**config.mk**
```make
export PLATFORM = sky130hd
export DESIGN_NAME = atm_session_ctrl
export DESIGN_NICKNAME = d
export VERILOG_FILES = /design/src/rtl/atm_session_ctrl_pkg.sv /design/src/rtl/atm_session_ctrl_store.sv /design/src/rtl/atm_session_ctrl.sv
export SDC_FILE = /design/constraint.sdc
export NUM_CORES = 2
export LEC_CHECK = 0
export CORE_UTILIZATION = 45
export DETAILED_ROUTE_END_ITERATION = 16
export SYNTH_ARGS = -nofsm -noshare
export SYNTH_HDL_FRONTEND = slang
export SYNTH_HIERARCHICAL = 1
export SYNTH_SLANG_ARGS = --single-unit
export TNS_END_PERCENT = 10
```
**constraint.sdc**
```tcl
create_clock -name clk -period 7.1 [get_ports clk]
set_clock_uncertainty 0.15 [all_clocks]
set_input_delay 1.065 -clock clk [delete_from_list [all_inputs] [get_ports clk]]
set_output_delay 1.065 -clock clk [all_outputs]
set_load 0.02 [all_outputs]
```
**src/rtl/atm_session_ctrl_pkg.sv**
```systemverilog
// Shared opcodes, status codes and FSM state encoding for the ATM session controller.
package atm_defs;

  typedef enum logic [2:0] {
    OP_LOGIN      = 3'd0,
    OP_BALANCE    = 3'd1,
    OP_WITHDRAW   = 3'd2,
    OP_DEPOSIT    = 3'd3,
    OP_CHANGE_PIN = 3'd4,
    OP_LOGOUT     = 3'd5
  } op_e;

  typedef enum logic [3:0] {
    ST_OK           = 4'd0,
    ST_ERR_NO_ACC   = 4'd1,
    ST_ERR_PIN      = 4'd2,
    ST_ERR_LOCKED   = 4'd3,
    ST_ERR_FUNDS    = 4'd4,
    ST_ERR_LIMIT    = 4'd5,
    ST_ERR_OVERFLOW = 4'd6,
    ST_ERR_SAME_PIN = 4'd7,
    ST_ERR_BAD_OP   = 4'd8,
    ST_ERR_TIMEOUT  = 4'd9
  } status_e;

  typedef enum logic [2:0] {
    S_IDLE    = 3'd0,
    S_CHECK   = 3'd1,
    S_SESSION = 3'd2,
    S_EXEC    = 3'd3,
    S_RESP    = 3'd4
  } state_e;

endpackage

```
**src/rtl/atm_session_ctrl_store.sv**
```systemverilog
// Per-account balance/PIN/tries/lock storage: one combinational read port,
// one synchronous write port with per-field enables, reset to the parameter values.
module atm_account_store #(
  parameter int NUM_ACC       = 10,
  parameter int ACC_W         = 4,
  parameter int BAL_W         = 32,
  parameter int PIN_W         = 16,
  parameter int TRY_W         = 2,
  parameter int BAL_INIT_STEP = 1000,
  parameter int PIN_INIT_BASE = 4660
) (
  input  logic             clk,
  input  logic             rst,
  input  logic [ACC_W-1:0] rd_acc_i,
  output logic [BAL_W-1:0] rd_bal_o,
  output logic [PIN_W-1:0] rd_pin_o,
  output logic [TRY_W-1:0] rd_tries_o,
  output logic             rd_lock_o,
  input  logic [ACC_W-1:0] wr_acc_i,
  input  logic             wr_bal_en_i,
  input  logic             wr_pin_en_i,
  input  logic             wr_tries_en_i,
  input  logic             wr_lock_en_i,
  input  logic [BAL_W-1:0] wr_bal_i,
  input  logic [PIN_W-1:0] wr_pin_i,
  input  logic [TRY_W-1:0] wr_tries_i,
  input  logic             wr_lock_i
);

  logic [BAL_W-1:0] bal_q   [NUM_ACC];
  logic [PIN_W-1:0] pin_q   [NUM_ACC];
  logic [TRY_W-1:0] tries_q [NUM_ACC];
  logic             lock_q  [NUM_ACC];

  // Out-of-range account numbers read as all-zero and never match a write.
  always_comb begin
    rd_bal_o   = '0;
    rd_pin_o   = '0;
    rd_tries_o = '0;
    rd_lock_o  = 1'b0;
    for (int i = 0; i < NUM_ACC; i++) begin
      if (rd_acc_i == ACC_W'(i)) begin
        rd_bal_o   = bal_q[i];
        rd_pin_o   = pin_q[i];
        rd_tries_o = tries_q[i];
        rd_lock_o  = lock_q[i];
      end
    end
  end

  always_ff @(posedge clk or negedge rst) begin
    if (!rst) begin
      for (int i = 0; i < NUM_ACC; i++) begin
        bal_q[i]   <= BAL_W'((i + 1) * BAL_INIT_STEP);
        pin_q[i]   <= PIN_W'(PIN_INIT_BASE + i);
        tries_q[i] <= '0;
        lock_q[i]  <= 1'b0;
      end
    end else begin
      for (int i = 0; i < NUM_ACC; i++) begin
        if (wr_acc_i == ACC_W'(i)) begin
          if (wr_bal_en_i)   bal_q[i]   <= wr_bal_i;
          if (wr_pin_en_i)   pin_q[i]   <= wr_pin_i;
          if (wr_tries_en_i) tries_q[i] <= wr_tries_i;
          if (wr_lock_en_i)  lock_q[i]  <= wr_lock_i;
        end
      end
    end
  end

endmodule

```
**src/rtl/atm_session_ctrl.sv**
```systemverilog
// Session-based ATM controller: login with PIN lockout, then balance/withdraw/deposit/
// change-PIN/logout over valid/ready, with idle timeout and per-session withdrawal limit.
module atm_session_ctrl
  import atm_defs::*;
#(
  parameter int NUM_ACC       = 10,
  parameter int BAL_W         = 32,
  parameter int PIN_W         = 16,
  parameter int MAX_TRIES     = 3,
  parameter int TIMEOUT_CYC   = 1000,
  parameter int SESSION_LIMIT = 20000,
  parameter int BAL_INIT_STEP = 1000,
  parameter int PIN_INIT_BASE = 4660,
  localparam int ACC_W        = (NUM_ACC > 1) ? $clog2(NUM_ACC) : 1
) (
  input  logic             clk,
  input  logic             rst,
  input  logic             req_valid,
  output logic             req_ready,
  input  logic [2:0]       req_op,
  input  logic [ACC_W-1:0] req_acc,
  input  logic [PIN_W-1:0] req_pin,
  input  logic [PIN_W-1:0] req_new_pin,
  input  logic [BAL_W-1:0] req_amount,
  output logic             rsp_valid,
  input  logic             rsp_ready,
  output logic [3:0]       rsp_status,
  output logic [BAL_W-1:0] rsp_balance,
  output logic             session_active,
  output logic [2:0]       dbg_state_o
);

  // Handshakes: a request moves on a clk edge with req_valid & req_ready; a response is
  // held unchanged from rsp_valid rising until the edge with rsp_valid & rsp_ready.
  localparam int TRY_W = $clog2(MAX_TRIES + 1);
  localparam int CNT_W = $clog2(TIMEOUT_CYC + 1);

  state_e           state_q, state_d, ret_q, ret_d;
  status_e          status_q, status_d;
  logic [2:0]       op_q, op_d;
  logic [ACC_W-1:0] acc_q, acc_d;
  logic [PIN_W-1:0] pin_q, pin_d, new_pin_q, new_pin_d;
  logic [BAL_W-1:0] amt_q, amt_d, bal_q, bal_d, wdr_q, wdr_d;
  logic [CNT_W-1:0] cnt_q, cnt_d;

  logic [BAL_W-1:0] rd_bal, wr_bal;
  logic [PIN_W-1:0] rd_pin, wr_pin;
  logic [TRY_W-1:0] rd_tries, wr_tries, tries_inc;
  logic             rd_lock, wr_lock;
  logic             wr_bal_en, wr_pin_en, wr_tries_en, wr_lock_en;
  logic [BAL_W:0]   wd_sum, dep_sum;

  atm_account_store #(
    .NUM_ACC(NUM_ACC), .ACC_W(ACC_W), .BAL_W(BAL_W), .PIN_W(PIN_W), .TRY_W(TRY_W),
    .BAL_INIT_STEP(BAL_INIT_STEP), .PIN_INIT_BASE(PIN_INIT_BASE)
  ) u_store (
    .clk(clk), .rst(rst),
    .rd_acc_i(acc_q), .rd_bal_o(rd_bal), .rd_pin_o(rd_pin),
    .rd_tries_o(rd_tries), .rd_lock_o(rd_lock),
    .wr_acc_i(acc_q), .wr_bal_en_i(wr_bal_en), .wr_pin_en_i(wr_pin_en),
    .wr_tries_en_i(wr_tries_en), .wr_lock_en_i(wr_lock_en),
    .wr_bal_i(wr_bal), .wr_pin_i(wr_pin), .wr_tries_i(wr_tries), .wr_lock_i(wr_lock)
  );

  assign wd_sum    = {1'b0, wdr_q} + {1'b0, amt_q};
  assign dep_sum   = {1'b0, rd_bal} + {1'b0, amt_q};
  assign tries_inc = rd_tries + TRY_W'(1);

  always_comb begin
    state_d = state_q;  ret_d = ret_q;  status_d = status_q;
    op_d = op_q;  acc_d = acc_q;  pin_d = pin_q;  new_pin_d = new_pin_q;
    amt_d = amt_q;  bal_d = bal_q;  wdr_d = wdr_q;  cnt_d = cnt_q;
    wr_bal_en = 1'b0;  wr_pin_en = 1'b0;  wr_tries_en = 1'b0;  wr_lock_en = 1'b0;
    wr_bal = '0;  wr_pin = new_pin_q;  wr_tries = '0;  wr_lock = 1'b0;
    req_ready      = (state_q == S_IDLE) || (state_q == S_SESSION);
    rsp_valid      = (state_q == S_RESP);
    session_active = (state_q == S_SESSION) || (state_q == S_EXEC);
    case (state_q)
      S_IDLE: if (req_valid) begin
        op_d = req_op;  acc_d = req_acc;  pin_d = req_pin;
        new_pin_d = req_new_pin;  amt_d = req_amount;
        if (req_op == OP_LOGIN) state_d = S_CHECK;
        else begin
          status_d = ST_ERR_BAD_OP;  bal_d = '0;  ret_d = S_IDLE;  state_d = S_RESP;
        end
      end
      S_CHECK: begin
        state_d = S_RESP;  ret_d = S_IDLE;  bal_d = '0;
        if ({1'b0, acc_q} >= (ACC_W+1)'(NUM_ACC)) status_d = ST_ERR_NO_ACC;
        else if (rd_lock) status_d = ST_ERR_LOCKED;
        else if (pin_q != rd_pin) begin
          wr_tries_en = 1'b1;  wr_tries = tries_inc;
          if (tries_inc >= TRY_W'(MAX_TRIES)) begin
            wr_lock_en = 1'b1;  wr_lock = 1'b1;  status_d = ST_ERR_LOCKED;
          end else status_d = ST_ERR_PIN;
        end else begin
          wr_tries_en = 1'b1;  wr_tries = '0;  wdr_d = '0;  cnt_d = '0;
          status_d = ST_OK;  bal_d = rd_bal;  ret_d = S_SESSION;
        end
      end
      S_SESSION: if (req_valid) begin
        op_d = req_op;  new_pin_d = req_new_pin;  amt_d = req_amount;
        cnt_d = '0;  state_d = S_EXEC;
      end else begin
        cnt_d = cnt_q + CNT_W'(1);
        if (cnt_d == CNT_W'(TIMEOUT_CYC)) begin
          cnt_d = '0;  status_d = ST_ERR_TIMEOUT;  bal_d = '0;
          ret_d = S_IDLE;  state_d = S_RESP;
        end
      end
      S_EXEC: begin
        state_d = S_RESP;  ret_d = S_SESSION;  status_d = ST_OK;  bal_d = rd_bal;
        case (op_q)
          OP_BALANCE: ;
          OP_WITHDRAW:
            if (amt_q == '0 || amt_q > rd_bal) status_d = ST_ERR_FUNDS;
            else if (wd_sum > (BAL_W+1)'(SESSION_LIMIT)) status_d = ST_ERR_LIMIT;
            else begin
              wr_bal_en = 1'b1;  wr_bal = rd_bal - amt_q;
              bal_d = wr_bal;  wdr_d = wd_sum[BAL_W-1:0];
            end
          OP_DEPOSIT:
            if (dep_sum[BAL_W]) status_d = ST_ERR_OVERFLOW;
            else begin
              wr_bal_en = 1'b1;  wr_bal = dep_sum[BAL_W-1:0];  bal_d = wr_bal;
            end
          OP_CHANGE_PIN:
            if (new_pin_q == rd_pin) status_d = ST_ERR_SAME_PIN;
            else wr_pin_en = 1'b1;
          OP_LOGOUT: begin
            ret_d = S_IDLE;  bal_d = '0;  wdr_d = '0;
          end
          default: status_d = ST_ERR_BAD_OP;
        endcase
      end
      S_RESP: if (rsp_ready) begin
        state_d = ret_q;  cnt_d = '0;
      end
      default: state_d = S_IDLE;
    endcase
  end

  always_ff @(posedge clk or negedge rst) begin
    if (!rst) begin
      state_q <= S_IDLE;  ret_q <= S_IDLE;  status_q <= ST_OK;
      op_q <= '0;  acc_q <= '0;  pin_q <= '0;  new_pin_q <= '0;
      amt_q <= '0;  bal_q <= '0;  wdr_q <= '0;  cnt_q <= '0;
    end else begin
      state_q <= state_d;  ret_q <= ret_d;  status_q <= status_d;
      op_q <= op_d;  acc_q <= acc_d;  pin_q <= pin_d;  new_pin_q <= new_pin_d;
      amt_q <= amt_d;  bal_q <= bal_d;  wdr_q <= wdr_d;  cnt_q <= cnt_d;
    end
  end

  assign rsp_status  = status_q;
  assign rsp_balance = bal_q;
  assign dbg_state_o = state_q;

endmodule
```
Word-level counts from Yosys, hierarchy flattened
Index checks and enable logic that the tools add are counted.
{ "totals": {"in_bits": 75, "register_bits": 665, "output_inout_bits": 42, "elab_cells": 272} }
{ "op_classes": {"n_reduce_logical": 59, "addsub": 5, "n_mux": 120, "magnitude_cmp": 4, "eq_ne": 33} }
{ "op_table": {"columns": ["op", "count"], "rows": [
  ["32-bit 2-to-1 mux", 29],
  ["32-bit case mux with 2 select lines", 3],
  ["16-bit 2-to-1 mux", 10],
  ["32-bit case mux with 4 select lines", 1],
  ["32-bit case mux with 3 select lines", 1],
  ["2-bit AND reduction", 42],
  ["32-bit by 32-bit adder with 33-bit output", 2],
  ["10-bit 2-to-1 mux", 6],
  ["3-bit 2-to-1 mux", 13],
  ["2-bit 2-to-1 mux", 18],
  ["33-bit by 15-bit > comparator with 1-bit output, second input constant", 1],
  ["32-bit > comparator", 1],
  ["32-bit zero test", 1],
  ["4-bit case mux with 4 select lines", 2],
  ["32-bit subtractor", 1],
  ["10-bit case mux with 3 select lines", 1],
  ["4-bit 2-to-1 mux", 7],
  ["1-bit 2-to-1 mux", 26],
  ["3-bit case mux with 4 select lines", 2],
  ["16-bit equality test", 1],
  ["4-bit by 3-bit equality test with 1-bit output, second input constant", 4],
  ["16-bit inequality test", 1],
  ["3-bit by 2-bit equality test with 1-bit output, second input constant", 4],
  ["2-bit inequality test, second input constant", 6],
  ["other kinds (25)", 38]
]} }

Longest topological paths before layout
{ "depth": {"depth_word": 19, "mapped_depth": 28, "mapped_depth_nobuf": 21} }

Modules after synthesis
Netlist, hierarchy kept.
{ "by_module_without_submodules": {"columns": ["mod", "area_per_inst_um2", "instances", "cells_each"], "rows": [
  ["atm_account_store", 23887.9, 1, 1816],
  ["atm_session_ctrl", 12545.8, 1, 1531]
]} }

Least setup slack after synthesis
OpenSTA, ideal clock, no wires.
{ "synth_path": {"kind": "register to register", "from": "reg acc_q[0]", "to": "reg u_store/bal_q[290] (netlist name)", "synth_period_minus_slack_ns": 6.026, "slack_ns": 1.074, "stages_incl_launch_ff": 23, "path_buffers": 7, "arrival_time_ns": 5.751, "path_cell_list": "dfrtp_1 -> buf_2 -> buf_2 -> buf_2 -> mux2_2 -> a222oi_1 -> o221ai_1 -> ha_1 -> clkbuf_1 -> nand2b_1 -> a221oi_1 -> o211a_1 -> o311ai_1 -> a31oi_1 -> a21oi_1 -> o41ai_2 -> or2_2 -> clkbuf_1 -> a21oi_1 -> clkbuf_1 -> nand2_1 -> buf_1 -> mux2_2"} }
{ "synth_via": {"elab_chain_len": 17, "elab_cells_between_ends": 34, "classes_between": "add/sub: 2; order compare: 1; eq/ne: 9; mux: 19; reduce/logical: 3"} }
{ "synth_rtl": {"columns": ["item", "line", "text"], "rows": [
  ["from (decl)", "atm_session_ctrl.sv:41", "logic [ACC_W-1:0] acc_q, acc_d;"],
  ["from (signal assigned)", "atm_session_ctrl.sv:146", "op_q <= '0; acc_q <= '0; pin_q <= '0; new_pin_q <= '0;"],
  ["from (signal assigned)", "atm_session_ctrl.sv:150", "op_q <= op_d; acc_q <= acc_d; pin_q <= pin_d; new_pin_q <= new_pin_d;"],
  ["4-bit zero test", "atm_session_ctrl_store.sv:42", "if (rd_acc_i == ACC_W'(i)) begin"],
  ["32-bit 2-to-1 mux (9 in series)", "atm_session_ctrl_store.sv:42", null],
  ["32-bit 2-to-1 mux (*)", "atm_session_ctrl_store.sv:42", null],
  ["named net rd_bal[2]", "atm_session_ctrl.sv:46", "logic [BAL_W-1:0] rd_bal, wr_bal;"],
  ["32-bit > comparator", "atm_session_ctrl.sv:116", "if (amt_q == '0 || amt_q > rd_bal) status_d = ST_ERR_FUNDS;"],
  ["1-bit logical OR", "atm_session_ctrl.sv:116", null],
  ["1-bit 2-to-1 mux", "atm_session_ctrl.sv:116", null],
  ["1-bit case mux with 2 select lines (*)", "atm_session_ctrl.sv:113", "case (op_q)"],
  ["1-bit 2-to-1 mux (*)", "atm_session_ctrl.sv:78", "case (state_q)"],
  ["named net wr_bal_en", "atm_session_ctrl.sv:50", "logic wr_bal_en, wr_pin_en, wr_tries_en, wr_lock_en;"],
  ["2-bit AND reduction (no line) (*)", null, null],
  ["to (signal, indexed assignment)", "atm_session_ctrl_store.sv:54", "bal_q[i] <= BAL_W'((i + 1) * BAL_INIT_STEP);"],
  ["to (signal, indexed assignment)", "atm_session_ctrl_store.sv:62", "if (wr_bal_en_i) bal_q[i] <= wr_bal_i;"],
  ["to (decl)", "atm_session_ctrl_store.sv:30", "logic [BAL_W-1:0] bal_q [NUM_ACC];"]
]} }
Mark *: on every way through the listed nets, which the timed path passes. The rest lies on a longest branch.
A chain may end at the register's enable or synchronous reset.

Worst setup path in the final report
{ "layout_path": {"from": "reg acc_q[3]", "to": "reg u_store/bal_q[43] (netlist name)"} }
{ "layout_via": {"elab_cells_between_ends": 34, "classes_between": "add/sub: 2; order compare: 1; eq/ne: 9; mux: 19; reduce/logical: 3"} }
{ "layout_rtl": {"columns": ["item", "line"], "rows": [
  ["4-bit zero test", "atm_session_ctrl_store.sv:42"],
  ["32-bit 2-to-1 mux (9 in series)", "atm_session_ctrl_store.sv:42"],
  ["32-bit 2-to-1 mux (*)", "atm_session_ctrl_store.sv:42"],
  ["named net rd_bal[3]", "atm_session_ctrl.sv:46"],
  ["32-bit subtractor / 32-bit > comparator (equally long branches)", "atm_session_ctrl.sv:119, atm_session_ctrl.sv:116"],
  ["32-bit 2-to-1 mux / 1-bit logical OR (equally long branches)", "atm_session_ctrl.sv:117, atm_session_ctrl.sv:116"],
  ["32-bit 2-to-1 mux", "atm_session_ctrl.sv:116"],
  ["32-bit case mux with 2 select lines (*)", "atm_session_ctrl.sv:113"],
  ["32-bit 2-to-1 mux (*)", "atm_session_ctrl.sv:78"],
  ["named net wr_bal[11]", "atm_session_ctrl.sv:46"]
]} }
Marks and branches as above.

==> metrics.cfg <==
[clocking]
cts_made_buffers=77
clock_latency_ps=650
cts_tree=yes
cts.sinks=663
post-cts-setup-buffer-count=0
clk_path_buf_depth=3
cts_htree_levels=3
clk_pin_slew_ps=60
ctsHoldBuffers=0
cts-root-buf=clkbuf_16

[place]
numPortBuffers=116
finalWeightedCongestion=0.9968
place_area_um2=39490
hpwlAfterDp_um=85560
placed_cells=4421

[drt]
avgViaCountPerCell=6.250
drtIter0Drc=2531
drc=0
firstDrtPassIters=8
wire_per_inst_um=26.46
drt_wl_total_um=120800
ant_nets=0
vias=28540

[floorplanning]
core_region_area_um2=79520
io-pin-count=117
die-area_um2=82110
rows=103
die_w_um=286.5
die_y_um=286.5
initial_utilization=0.4582

[global_routing]
grt_usage=0.2923
grt_pass1_wl_um=183700
antenna_found_initial=0
overflow=0
grt_pass1_vias=29540
grt_start_max_net_pins=181

[synthesis]
synthArstFlopShare=1.000
yosysWarnings=6
synth_area_um2=36430
synth_top_family_by_area=multiplexers
synth-xor-area-share=0.01899
synthMuxAreaShare=0.1835
ys_seq_area_frac=0.4595
synthSimpleGateAreaFrac=0.1021
yosysTopAreaCell=dfrtp_1
synthTopCellsByArea=dfrtp_1, mux2_2, dfstp_2
synth_cell_types=94
synthesis.instances=3347
synth_enable_flop_cells=0
ys_ff_latch=663
synth_top_area_share=0.3723
synthAdderAreaFrac=0.03530
synth_compound_area_frac=0.1596
syn_nets=3523
synth-main-ff-cell=dfrtp_1
syn_avg_cell_area_um2=10.89

[sta]
relSlewSlack=0.1980
setup_viol=0
rsz0062_at_grt=false
fmax_mhz=147.9
whs_ps=315.8
slew_viol_final=0
period_needed_ps=6759
post-route-period-util=0.9520
tightest_slew_ps=1203
finalHoldViolCount=0

[critical_path]
worstPathMaxFanout=31
cpPeakStageDelay_ps=730
path_cells=buf_4 > nand2b_1 > nor3_4 > buf_12 > buf_4 > a222oi_1 > o21ai_0 > buf_4 > ha_1 > buf_4 > o211ai_1 > o211ai_1 > a221o_1 > a211oi_1 > o21ai_1 > a21oi_1 > o21ai_1 > nor3b_1 > nand3_1 > buf_4 > o22ai_1 > a21oi_1 > nor2_1 > mux2_2
start_kind=flop
slowest_stage=nor2_1
critical_path_arrival_ps=7170
critical_path_class=reg2reg
crit_required_ps=7510
cp-end-kind=flop
cp_common_cell=buf_4

[finish]
multiInputGateArea_um2=18380
stdcell_area_um2=42250
fin_util=0.5314
drive_above_1_share=0.3036
ff_latch_area_um2=16750
num-fill-cells=6875
final_cells=4566
nNetsFinal=3626
syn_to_final_growth_pct=15.98

[run_status]
status=complete, no violations

[flow_run]
cap_violations=0

[power]
p_per_area_nw_per_um2=287.3
vdd_ir_drop_max_v=0.0002158
leakage_nw=19.63

[min_path]
holdCritPathClass=in2async

==> flip-flops by register name, summed over array words and instances, names as in the netlist <==
signal           cells
u_store/lock_q      10
u_store/bal_q      320
rsp_status           4
pin_q               16
wdr_q               32
u_store/tries_q     20
cnt_q               10
u_store/pin_q      160
rsp_balance         32
acc_q                4
op_q                 3
dbg_state_o          3
ret_q                1
amt_q               32
new_pin_q           16
==> Yosys cell counts (all sizes together) (51+ instances only) <==
library cell,number
mux2,576
dfrtp,542
nand2,257
nor2,164
o21ai,134
buf,133
clkbuf,127
dfstp,121
a21oi,114
inv,108
ha,98
a222oi,71
nand2b,66
a21o,53
o221ai,52
a22o,51
==> cell families after synthesis <==
group                    after synthesis
AO/OA/AOI/OAI                        789
XOR/XNOR                              79
adder cells (fa/ha/maj)              101
buffers and inverters                369
flip-flops                           663
multiplexers                         596
AND/OR/NAND/NOR                      750
==> placed cells by master (no fill, tap or decap), types with 16 or more instances in the layout <==
cell type / instances
mux2_2: 562
dfrtp_1: 539
nand2_1: 246
nor2_1: 152
buf_4: 146
o21ai_0: 126
dfstp_2: 121
clkdlybuf4s50_1: 115
inv_1: 107
a21oi_1: 107
ha_1: 98
clkbuf_16: 77
a222oi_1: 71
nand2b_1: 66
a21o_1: 53
o221ai_1: 52
a22o_1: 51
xnor2_1: 45
a221oi_1: 45
or3_1: 44
a31oi_1: 42
xor2_1: 34
nor3_1: 31
nand3_1: 30
o21a_1: 25
and2_1: 25
nand4_1: 24
o22ai_1: 23
o21bai_1: 22
buf_12: 22
nor4_1: 21
a221o_1: 21
mux2i_1: 20
a211oi_1: 18
clkinv_2: 18
clkbuf_8: 18
and3_1: 16
==> where the power goes <==
group / total, mW / internal [mW] / switching, mW
clock network: 4.13 / 2.41 / 1.72
registers: 4.29 / 3.94 / 0.354
logic: 3.72 / 1.34 / 2.38
total: 12.1 / 7.69 / 4.45
==> metal layers <==
layer / vias up / track usage / wire (µm)
met1: 14640 / 0.3909 / 52000
met5: - / 0 / 0
li1: 12610 / - / -
met4: 0 / 0.1009 / 3958
met2: 1070 / 0.4860 / 57960
met3: 222 / 0.03951 / 6922
==> stage by stage <==
step | worst slack (ps) | power (mW) | TNS (ps)
floorplan | 1074 | 6.385 | 0
global placement | 83.76 | 7.951 | 0
detailed placement | -9.816 | 7.984 | -36.49
CTS | 22.96 | 12.15 | 0
global route | 4.935 | 12.66 | 0
finish | 340.8 | 12.14 | 0
==> final timing paths <==
kind                                 from                end  slack [ps]  depth (start not counted)
min in group clk                wdr_q[20]          wdr_q[20]         340                          1
worst max-delay path             acc_q[3]  u_store/bal_q[43]         340                         24
worst max register to register   acc_q[3]  u_store/bal_q[43]         340                         24
worst min-delay path                  rst          wdr_q[13]         320                          1
max in group asynchronous             rst           acc_q[0]        4610                          2
worst min register to register  wdr_q[20]          wdr_q[20]         340                          1
==> worst max-delay path: cells and delay by family, from the launching register on <==
kind	cells	cell delay, ps
compound gates	11	2400
fa+ha+maj	1	280
buf+inv	6	1330
flops	1	550
mux	1	310
simple gates	5	1610
==> area by class of cell <==
type / instances / share of cell area
Timing Repair Buffer: 284 / 0.06396
Sequential cell: 663 / 0.3964
Clock buffer: 109 / 0.05271
Antenna cell: 1 / 0.00005922
Multi-Input combinational cell: 2315 / 0.4349
Clock inverter: 35 / 0.01113
Inverter: 109 / 0.009683
Tap cell: 1050 / 0.03109
==> timing repair <==
item | in CTS | in global routing
cloned | 0 | 0
setup endpoints to repair | 9 | 361
gates resized for setup | 1 | 16
(Power assumes the default switching activity.)
